===== src/rtl/mdu_pkg.sv =====
// Shared definitions for the iterative multiply/divide unit: op codes and
// controller state encoding.
package mdu_pkg;

  localparam int MDU_OP_W = 3;

  typedef enum logic [MDU_OP_W-1:0] {
    MDU_MULT  = 3'd0,
    MDU_MULTU = 3'd1,
    MDU_DIV   = 3'd2,
    MDU_DIVU  = 3'd3,
    MDU_MTHI  = 3'd4,
    MDU_MTLO  = 3'd5
  } mdu_op_e;

  typedef enum logic [1:0] {
    IDLE = 2'd0,
    ITER = 2'd1,
    FIX  = 2'd2
  } mdu_state_e;

endpackage


===== src/rtl/mdu_iter.sv =====
// Iterative multiply/divide unit with HI/LO registers. One result bit per
// cycle on unsigned magnitudes, then a single cycle that applies the signs.
module mdu_iter
  import mdu_pkg::*;
#(
  parameter int WIDTH = 32,
  parameter int CNT_W = 6
) (
  input  logic             clk,
  input  logic             rst,
  input  logic             start,
  input  logic [2:0]       op,
  input  logic [WIDTH-1:0] a,
  input  logic [WIDTH-1:0] b,
  input  logic             cancel,
  output logic             busy,
  output logic             done,
  output logic [WIDTH-1:0] hi,
  output logic [WIDTH-1:0] lo
);

  localparam logic [WIDTH-1:0]   ONE_W    = {{(WIDTH-1){1'b0}}, 1'b1};
  localparam logic [2*WIDTH-1:0] ONE_2W   = {{(2*WIDTH-1){1'b0}}, 1'b1};
  localparam logic [WIDTH-1:0]   ZERO_W   = {WIDTH{1'b0}};
  localparam logic [WIDTH-1:0]   ONES_W   = {WIDTH{1'b1}};
  localparam logic [CNT_W-1:0]   CNT_ONE  = {{(CNT_W-1){1'b0}}, 1'b1};
  localparam logic [CNT_W-1:0]   CNT_ZERO = {CNT_W{1'b0}};
  localparam logic [CNT_W-1:0]   CNT_INIT = CNT_W'(WIDTH);

  function automatic logic [WIDTH-1:0] magnitude(input logic [WIDTH-1:0] v,
                                                 input logic sgn);
    if (sgn && v[WIDTH-1]) begin
      return ~v + ONE_W;
    end else begin
      return v;
    end
  endfunction

  mdu_state_e         state_q, state_d;
  logic [CNT_W-1:0]   cnt_q, cnt_d;
  logic [2*WIDTH-1:0] acc_q, acc_d;
  logic [WIDTH-1:0]   opb_q, opb_d;
  logic [WIDTH-1:0]   dvd_q, dvd_d;
  logic               is_div_q, is_div_d;
  logic               neg_q, neg_d;
  logic               neg_rem_q, neg_rem_d;
  logic               div0_q, div0_d;
  logic [WIDTH-1:0]   hi_q, hi_d;
  logic [WIDTH-1:0]   lo_q, lo_d;
  logic               done_q, done_d;

  logic               op_signed_s, op_div_s;
  logic [WIDTH:0]     mul_sum_s;
  logic [2*WIDTH:0]   div_shift_s;
  logic [WIDTH:0]     div_top_s;
  logic               div_ge_s;
  logic [WIDTH-1:0]   div_rem_s;
  logic [2*WIDTH-1:0] iter_acc_s;
  logic [2*WIDTH-1:0] neg_prod_s;
  logic [WIDTH-1:0]   fix_hi_s, fix_lo_s;

  assign op_signed_s = (op == MDU_MULT) || (op == MDU_DIV);
  assign op_div_s    = (op == MDU_DIV)  || (op == MDU_DIVU);

  // Multiply keeps the multiplier in the low half and shifts the partial sum in from the top.
  assign mul_sum_s   = {1'b0, acc_q[2*WIDTH-1:WIDTH]} +
                       (acc_q[0] ? {1'b0, opb_q} : {(WIDTH+1){1'b0}});
  assign div_shift_s = {acc_q, 1'b0};
  assign div_top_s   = div_shift_s[2*WIDTH:WIDTH];
  assign div_ge_s    = (div_top_s >= {1'b0, opb_q});
  assign div_rem_s   = div_top_s[WIDTH-1:0] - opb_q;
  assign iter_acc_s  = is_div_q ?
                       (div_ge_s ? {div_rem_s, div_shift_s[WIDTH-1:1], 1'b1}
                                 : div_shift_s[2*WIDTH-1:0])
                       : {mul_sum_s, acc_q[WIDTH-1:1]};

  assign neg_prod_s  = ~acc_q + ONE_2W;
  assign fix_hi_s    = !is_div_q ? (neg_q ? neg_prod_s[2*WIDTH-1:WIDTH] : acc_q[2*WIDTH-1:WIDTH])
                     : div0_q    ? dvd_q
                     : neg_rem_q ? (~acc_q[2*WIDTH-1:WIDTH] + ONE_W) : acc_q[2*WIDTH-1:WIDTH];
  assign fix_lo_s    = !is_div_q ? (neg_q ? neg_prod_s[WIDTH-1:0] : acc_q[WIDTH-1:0])
                     : div0_q    ? ONES_W
                     : neg_q     ? (~acc_q[WIDTH-1:0] + ONE_W) : acc_q[WIDTH-1:0];

  // Next-state logic: accept in IDLE, one step per cycle in ITER, sign fix-up and write in FIX.
  always_comb begin
    state_d   = state_q;
    cnt_d     = cnt_q;
    acc_d     = acc_q;
    opb_d     = opb_q;
    dvd_d     = dvd_q;
    is_div_d  = is_div_q;
    neg_d     = neg_q;
    neg_rem_d = neg_rem_q;
    div0_d    = div0_q;
    hi_d      = hi_q;
    lo_d      = lo_q;
    done_d    = 1'b0;
    case (state_q)
      IDLE: begin
        if (start && !cancel) begin
          case (op)
            MDU_MTHI: hi_d = a;
            MDU_MTLO: lo_d = a;
            MDU_MULT, MDU_MULTU, MDU_DIV, MDU_DIVU: begin
              is_div_d  = op_div_s;
              neg_d     = op_signed_s && (a[WIDTH-1] ^ b[WIDTH-1]);
              neg_rem_d = op_signed_s && a[WIDTH-1];
              div0_d    = op_div_s && (b == ZERO_W);
              dvd_d     = a;
              if (op_div_s) begin
                acc_d = {ZERO_W, magnitude(a, op_signed_s)};
                opb_d = magnitude(b, op_signed_s);
              end else begin
                acc_d = {ZERO_W, magnitude(b, op_signed_s)};
                opb_d = magnitude(a, op_signed_s);
              end
              cnt_d   = CNT_INIT;
              state_d = ITER;
            end
            default: state_d = IDLE;
          endcase
        end else begin
          state_d = IDLE;
        end
      end
      ITER: begin
        if (cancel) begin
          state_d = IDLE;
        end else begin
          acc_d = iter_acc_s;
          cnt_d = cnt_q - CNT_ONE;
          if (cnt_q == CNT_ONE) begin
            state_d = FIX;
          end else begin
            state_d = ITER;
          end
        end
      end
      FIX: begin
        state_d = IDLE;
        if (cancel) begin
          done_d = 1'b0;
        end else begin
          hi_d   = fix_hi_s;
          lo_d   = fix_lo_s;
          done_d = 1'b1;
        end
      end
      default: state_d = IDLE;
    endcase
  end

  // State and datapath registers with synchronous reset.
  always_ff @(posedge clk) begin
    if (rst) begin
      state_q   <= IDLE;
      cnt_q     <= CNT_ZERO;
      acc_q     <= {2*WIDTH{1'b0}};
      opb_q     <= ZERO_W;
      dvd_q     <= ZERO_W;
      is_div_q  <= 1'b0;
      neg_q     <= 1'b0;
      neg_rem_q <= 1'b0;
      div0_q    <= 1'b0;
      hi_q      <= ZERO_W;
      lo_q      <= ZERO_W;
      done_q    <= 1'b0;
    end else begin
      state_q   <= state_d;
      cnt_q     <= cnt_d;
      acc_q     <= acc_d;
      opb_q     <= opb_d;
      dvd_q     <= dvd_d;
      is_div_q  <= is_div_d;
      neg_q     <= neg_d;
      neg_rem_q <= neg_rem_d;
      div0_q    <= div0_d;
      hi_q      <= hi_d;
      lo_q      <= lo_d;
      done_q    <= done_d;
    end
  end

  assign busy = (state_q != IDLE);
  assign done = done_q;
  assign hi   = hi_q;
  assign lo   = lo_q;

endmodule


===== config.mk =====
export PLATFORM = sky130hd
export DESIGN_NAME = mdu_iter
export DESIGN_NICKNAME = d
export VERILOG_FILES = /design/src/rtl/mdu_pkg.sv /design/src/rtl/mdu_iter.sv
export SDC_FILE = /design/constraint.sdc
export NUM_CORES = 1
export LEC_CHECK = 0
export ABC_AREA = 1
export CELL_PAD_IN_SITES_DETAIL_PLACEMENT = 1
export CELL_PAD_IN_SITES_GLOBAL_PLACEMENT = 2
export CORE_MARGIN = 2
export CORE_UTILIZATION = 28
export DETAILED_ROUTE_END_ITERATION = 12
export PLACE_DENSITY_LB_ADDON = 0.1
export SYNTH_ARGS = -nofsm -noshare
export SYNTH_HDL_FRONTEND = slang
export SYNTH_SLANG_ARGS = --single-unit

===== constraint.sdc =====
create_clock -name clk -period 2.4 [get_ports clk]
set_clock_uncertainty 0.15 [all_clocks]
set_input_delay 0.6 -clock clk [delete_from_list [all_inputs] [get_ports clk]]
set_output_delay 0.6 -clock clk [all_outputs]
set_load 0.01 [all_outputs]

## Yosys cells after proc, flatten, opt, wreduce, memory -nomap -nowiden

Cells that the tools add are included.

| word-level totals | value |
|---|---|
| register bits after elaboration | 205 |
| input port bits | 71 |
| output and inout bits | 66 |
| logic and storage cells | 101 |

| operators by class | value |
|---|---|
| add/subtract/negate cells | 8 |
| magnitude comparators | 1 |
| equal/unequal tests | 15 |
| mux-type cells | 37 |
| bitwise logic cells | 7 |
| reduce and logical (&&, ||, !) cells | 21 |

Operators by type and width:

| cell | number |
|---|---|
| 2-to-1 mux 32 bit | 19 |
| 2-to-1 mux 64 bit | 5 |
| adder 32 x 1 -> 32 bit (second input constant) | 4 |
| NOT 32 bit | 4 |
| case mux 32 bit (2 select lines) | 2 |
| case mux 64 bit (2 select lines) | 1 |
| adder 64 x 1 -> 64 bit (second input constant) | 1 |
| NOT 64 bit | 1 |
| adder 32 x 32 -> 33 bit | 1 |
| greater-or-equal comparator 33 x 32 -> 1 bit | 1 |
| logical NOT 32 bit | 1 |
| subtractor 32 bit | 1 |
| 2-to-1 mux 6 bit | 3 |
| case mux 6 bit (2 select lines) | 1 |
| AND reduction 4 bit | 3 |
| case mux 2 bit (2 select lines) | 2 |
| == test 3 x 2 -> 1 bit (second input constant) | 2 |
| == test 3 bit (second input constant) | 2 |
| == test 6 x 1 -> 1 bit (second input constant) | 1 |
| 2-to-1 mux 2 bit | 3 |
| inequality test 2 x 1 -> 1 bit (second input constant) | 3 |
| inequality test 2 bit (second input constant) | 3 |
| nonzero test 2 bit | 3 |
| subtractor 6 x 1 -> 6 bit (second input constant) | 1 |
| other kinds (15) | 21 |

## Logic depth before layout (Yosys ltp)

| depth | value |
|---|---|
| word-level depth | 8 |
| depth in mapped cells | 20 |
| mapped depth without buffers | 18 |

## Worst setup path before layout

Ideal clock, no wire load.

| timing path | value |
|---|---|
| path kind | reg2reg |
| start point | register acc_q[0] |
| end point | register acc_q[47] |
| library setup time | 0.071 ns |
| arrival | 2.423 ns |
| data required time | 2.179 ns |
| slack | -0.244 ns |
| cell stages (with the launch flop) | 20 |
| buffers on the path | 2 |
| period minus slack after synthesis | 2.644 ns |
| cells stage by stage | dfxtp_1 > buf_2 > clkbuf_1 > nand2_1 > inv_1 > ha_1 > inv_1 > fa_1 > inv_1 > nand3_1 > nand3_1 > nand2_1 > nand3_1 > nand3_1 > nand2_1 > nand2_1 > nand3_1 > nand2_1 > nand3b_1 > a21oi_1 |

| on the way | value |
|---|---|
| word-level cells in the longest chain between the ends | 5 |

RTL lines:

| item | line | source |
|---|---|---|
| from (decl) | mdu_iter.sv:41 | `logic [2*WIDTH-1:0] acc_q, acc_d;` |
| from (signal assigned) | mdu_iter.sv:159 | `acc_q <= {2*WIDTH{1'b0}};` |
| 2-to-1 mux 32 bit | mdu_iter.sv:67 | `(acc_q[0] ? {1'b0, opb_q} : {(WIDTH+1){1'b0}});` |
| adder 32 x 32 -> 33 bit | mdu_iter.sv:66 | `assign mul_sum_s = {1'b0, acc_q[2*WIDTH-1:WIDTH]} +` |
| 2-to-1 mux 64 bit | mdu_iter.sv:72 | `assign iter_acc_s = is_div_q ?` |
| 2-to-1 mux 64 bit | mdu_iter.sv:128 | `if (cancel) begin` |
| case mux 64 bit (2 select lines) | mdu_iter.sv:99 | `case (state_q)` |

Every way passes these cells. The select of a mux whose other input is x is not followed.
A chain may end at the register's enable or synchronous reset.

## Final worst setup path

| timing path | value |
|---|---|
| start point | register acc_q[0] |
| end point | register acc_q[59] |

Same word-level chain as after synthesis.

==> results.json <==
{
  "p_sw_share_pct": 38.1,
  "wire_per_inst_um": 23.9,
  "ioPinCount": 137,
  "grt_max_degree": 69,
  "post-route-min-period_ns": 2.66,
  "critPathLaunchType": "flip-flop",
  "drt-total-wl_um": 131000,
  "gp_congestion": 0.952,
  "overflow": 0,
  "p_clk_share_pct": 33.5,
  "p_sw_mw": 5.04,
  "syn2layout_area_growth_pct": 64.7,
  "setup_viol": 37,
  "critical_path_arrival_ns": 3.01,
  "core_area_um2": 71100,
  "numClockSinks": 205,
  "ctsHtreeMaxLevel": 1,
  "dieHeight_um": 272,
  "grt_use_total_pct": 34.0,
  "yosys_warnings": 0,
  "hold_buffers": 0,
  "r2r_cells": 18,
  "hpwl_um": 107000,
  "first_pass_iters": 5,
  "status": "finished, violations left",
  "cts.clk_slew.worst_paths_ns": 0.06,
  "ir_drop_mv": 0.609,
  "syn_nets": 3750,
  "root_buffer": "clkbuf_16",
  "drc": 0,
  "fin_util_pct": 46.4,
  "detail-route-antenna-nets": 0,
  "yosys-top-cells-area": "dfxtp_1, nand2_1, inv_1, nor2_1, o21ai_0",
  "clockBufferDepth": 3,
  "cts_buffers": 28,
  "p_comb_share_pct": 38.5,
  "cp.required_ns": 2.75,
  "grt_pass1_vias": 29541,
  "drt_iter0_drc": 2066,
  "netlist-cell-type-count": 52,
  "max-cap-violations": 0,
  "syn_avg_cell_area_um2": 5.56,
  "fin_ws_ns": -0.255,
  "diodes": 0,
  "timing.fmax_ghz": 0.377,
  "num_rows": 98,
  "endpoint_kind": "flip-flop",
  "layout_common_cells": "nand2_1, buf_4, inv_1, nor2_1, o21ai_0",
  "hold_depth": 3,
  "fin_setup_tns_ns": -4.32,
  "vias": 28454,
  "p_per_area_nw_per_um2": 400,
  "dp_slack_ns": -0.878,
  "ys_ff_latch": 205,
  "start_util_pct": 28.2,
  "die_area_um2": 73700,
  "synth_top_area_cell": "dfxtp_1",
  "dieWidth_um": 272,
  "finish.instance_area_um2": 33000,
  "io_buffers": 136,
  "leakage_nw": 16.3,
  "tritoncts": "done",
  "insertion_delay_ns": 0.60,
  "drive_gt1_share_pct": 36.0,
  "viasPerCell": 5.19,
  "synthArstFlopShare_pct": 0,
  "relSlewSlack_pct": 58.5,
  "violations": "negative setup slack",
  "path_class": "flip-flop to flip-flop",
  "yosysSeqAreaShare_pct": 20.5,
  "cp_max_fo": 6,
  "hold_path_class": "input port to flip-flop",
  "synth.top_cell.area_share_pct": 20.5,
  "placed_cell_area_um2": 28600,
  "hold_violations": 0,
  "drv_slew": 0,
  "grt_pass1_wl_um": 188000,
  "power.total_mw": 13.2,
  "syn_area_um2": 20000,
  "synth_edf_count": 0,
  "min_period_over_period_pct": 111,
  "sequentialPowerShare_pct": 27.9,
  "rsz0062_at_grt": "yes",
  "fin_nets": 4658,
  "tightestPinTransition_ns": 0.616,
  "antenna_found_initial": 3,
  "synth_ff_type": "dfxtp_1",
  "final_common_cell": "nand2_1",
  "internal_power_mw": 8.18,
  "syn_inst": 3607
}
==> state kept, by name, summed over array words and instances, names as in the netlist <==
name       flops
hi            32
state_q        2
done           1
cnt_q          6
is_div_q       1
div0_q         1
neg_q          1
acc_q         64
lo            32
neg_rem_q      1
dvd_q         32
opb_q         32
==> Yosys cell counts, types with 10 or more instances <==
cell type  number
xor2_1         75
o21ai_1        18
o211ai_1       29
nor2_1        456
nand2_1       998
nand3b_1       22
inv_2          13
dfxtp_1       205
buf_1          14
nand4_1        47
nor2_2         21
ha_1           70
nand2_2        14
buf_2          23
a21oi_1       297
nor3_1         30
inv_1         483
clkbuf_1       95
o21bai_1       10
o21ai_0       319
nand3_1       258
==> power by group through the flow <==
| stage | combinational [mW] | sequential (mW) | clock (mW) |
|---|---|---|---|
| finish | 5.09 | 3.69 | 4.43 |
| global route | 5.42 | 3.70 | 4.58 |
| CTS | 4.70 | 3.68 | 4.45 |
| detailed placement | 4.46 | 3.76 | 0 |
| global placement | 4.38 | 3.75 | 0 |
| floorplan | 1.99 | 3.71 | 0 |
==> final timing paths <==
kind | start | endpoint | slack (ns)
max | acc_q[0] | acc_q[59] | -0.26
min | a[0] | lo[0] | 0.34
max reg2reg | acc_q[0] | acc_q[59] | -0.26
min reg2reg | cnt_q[5] | cnt_q[5] | 0.35
==> metal layers <==
layer	wire length, um	vias up	track usage (%)
li1	-	13419	-
met1	58000	14065	44.5
met2	60500	764	56.6
met4	5870	0	12.9
met5	0	-	0
met3	6600	206	4.51
==> cell families (layout without fill, tap and decap cells) <==
| kind of cell | after synthesis | after routing | share of synthesized area, % |
|---|---|---|---|
| xor+xnor | 83 | 83 | 3.63 |
| compound gates | 727 | 727 | 19.5 |
| buf+inv | 641 | 1569 | 12.5 |
| flops | 205 | 205 | 20.5 |
| simple gates | 1879 | 1879 | 39.4 |
| fa+ha+maj | 72 | 72 | 4.57 |
==> worst max-delay path, stage by stage, from the launching register on <==
cell and delay [ns]:
dfxtp_4 0.45, nand2_2 0.08, inv_2 0.08, ha_4 0.15
inv_1 0.06, fa_2 0.40, inv_2 0.08, nand3_2 0.06
nand3_2 0.11, nand2_2 0.09, nand3_4 0.09, nand2_1 0.09
nand2_2 0.10, nand2_2 0.08, nand2_1 0.07, nand2_1 0.06
nand3_2 0.08, nand3_1 0.11, a21oi_2 0.15
==> repair_timing <==
action,4_1_cts,5_1_grt
gates resized for setup,386,485
endpoints found under the setup margin,93,124
hold endpoints to repair,0,0
pin swaps,40,125
setup buffers,17,32
gates cloned,1,3
==> through the flow <==
step	hold slack (ns)	instances
4_1_cts	0.343	5452
2_1_floorplan	0.296	3607
3_5_place_dp	0.332	5384
3_3_place_gp	0.317	5384
5_1_grt	0.360	5485
6_report	0.344	5485
==> layout make-up <==
type | count | area, um2
fillers | 9308 | 38100
repair buffers | 1019 | 8480
multi-input cells | 2761 | 16300
clock inverters | 11 | 114
flip-flops and latches | 205 | 4210
inverters | 500 | 1920
well taps | 950 | 1190
clock buffers | 39 | 813
(Power assumes the default switching activity.)
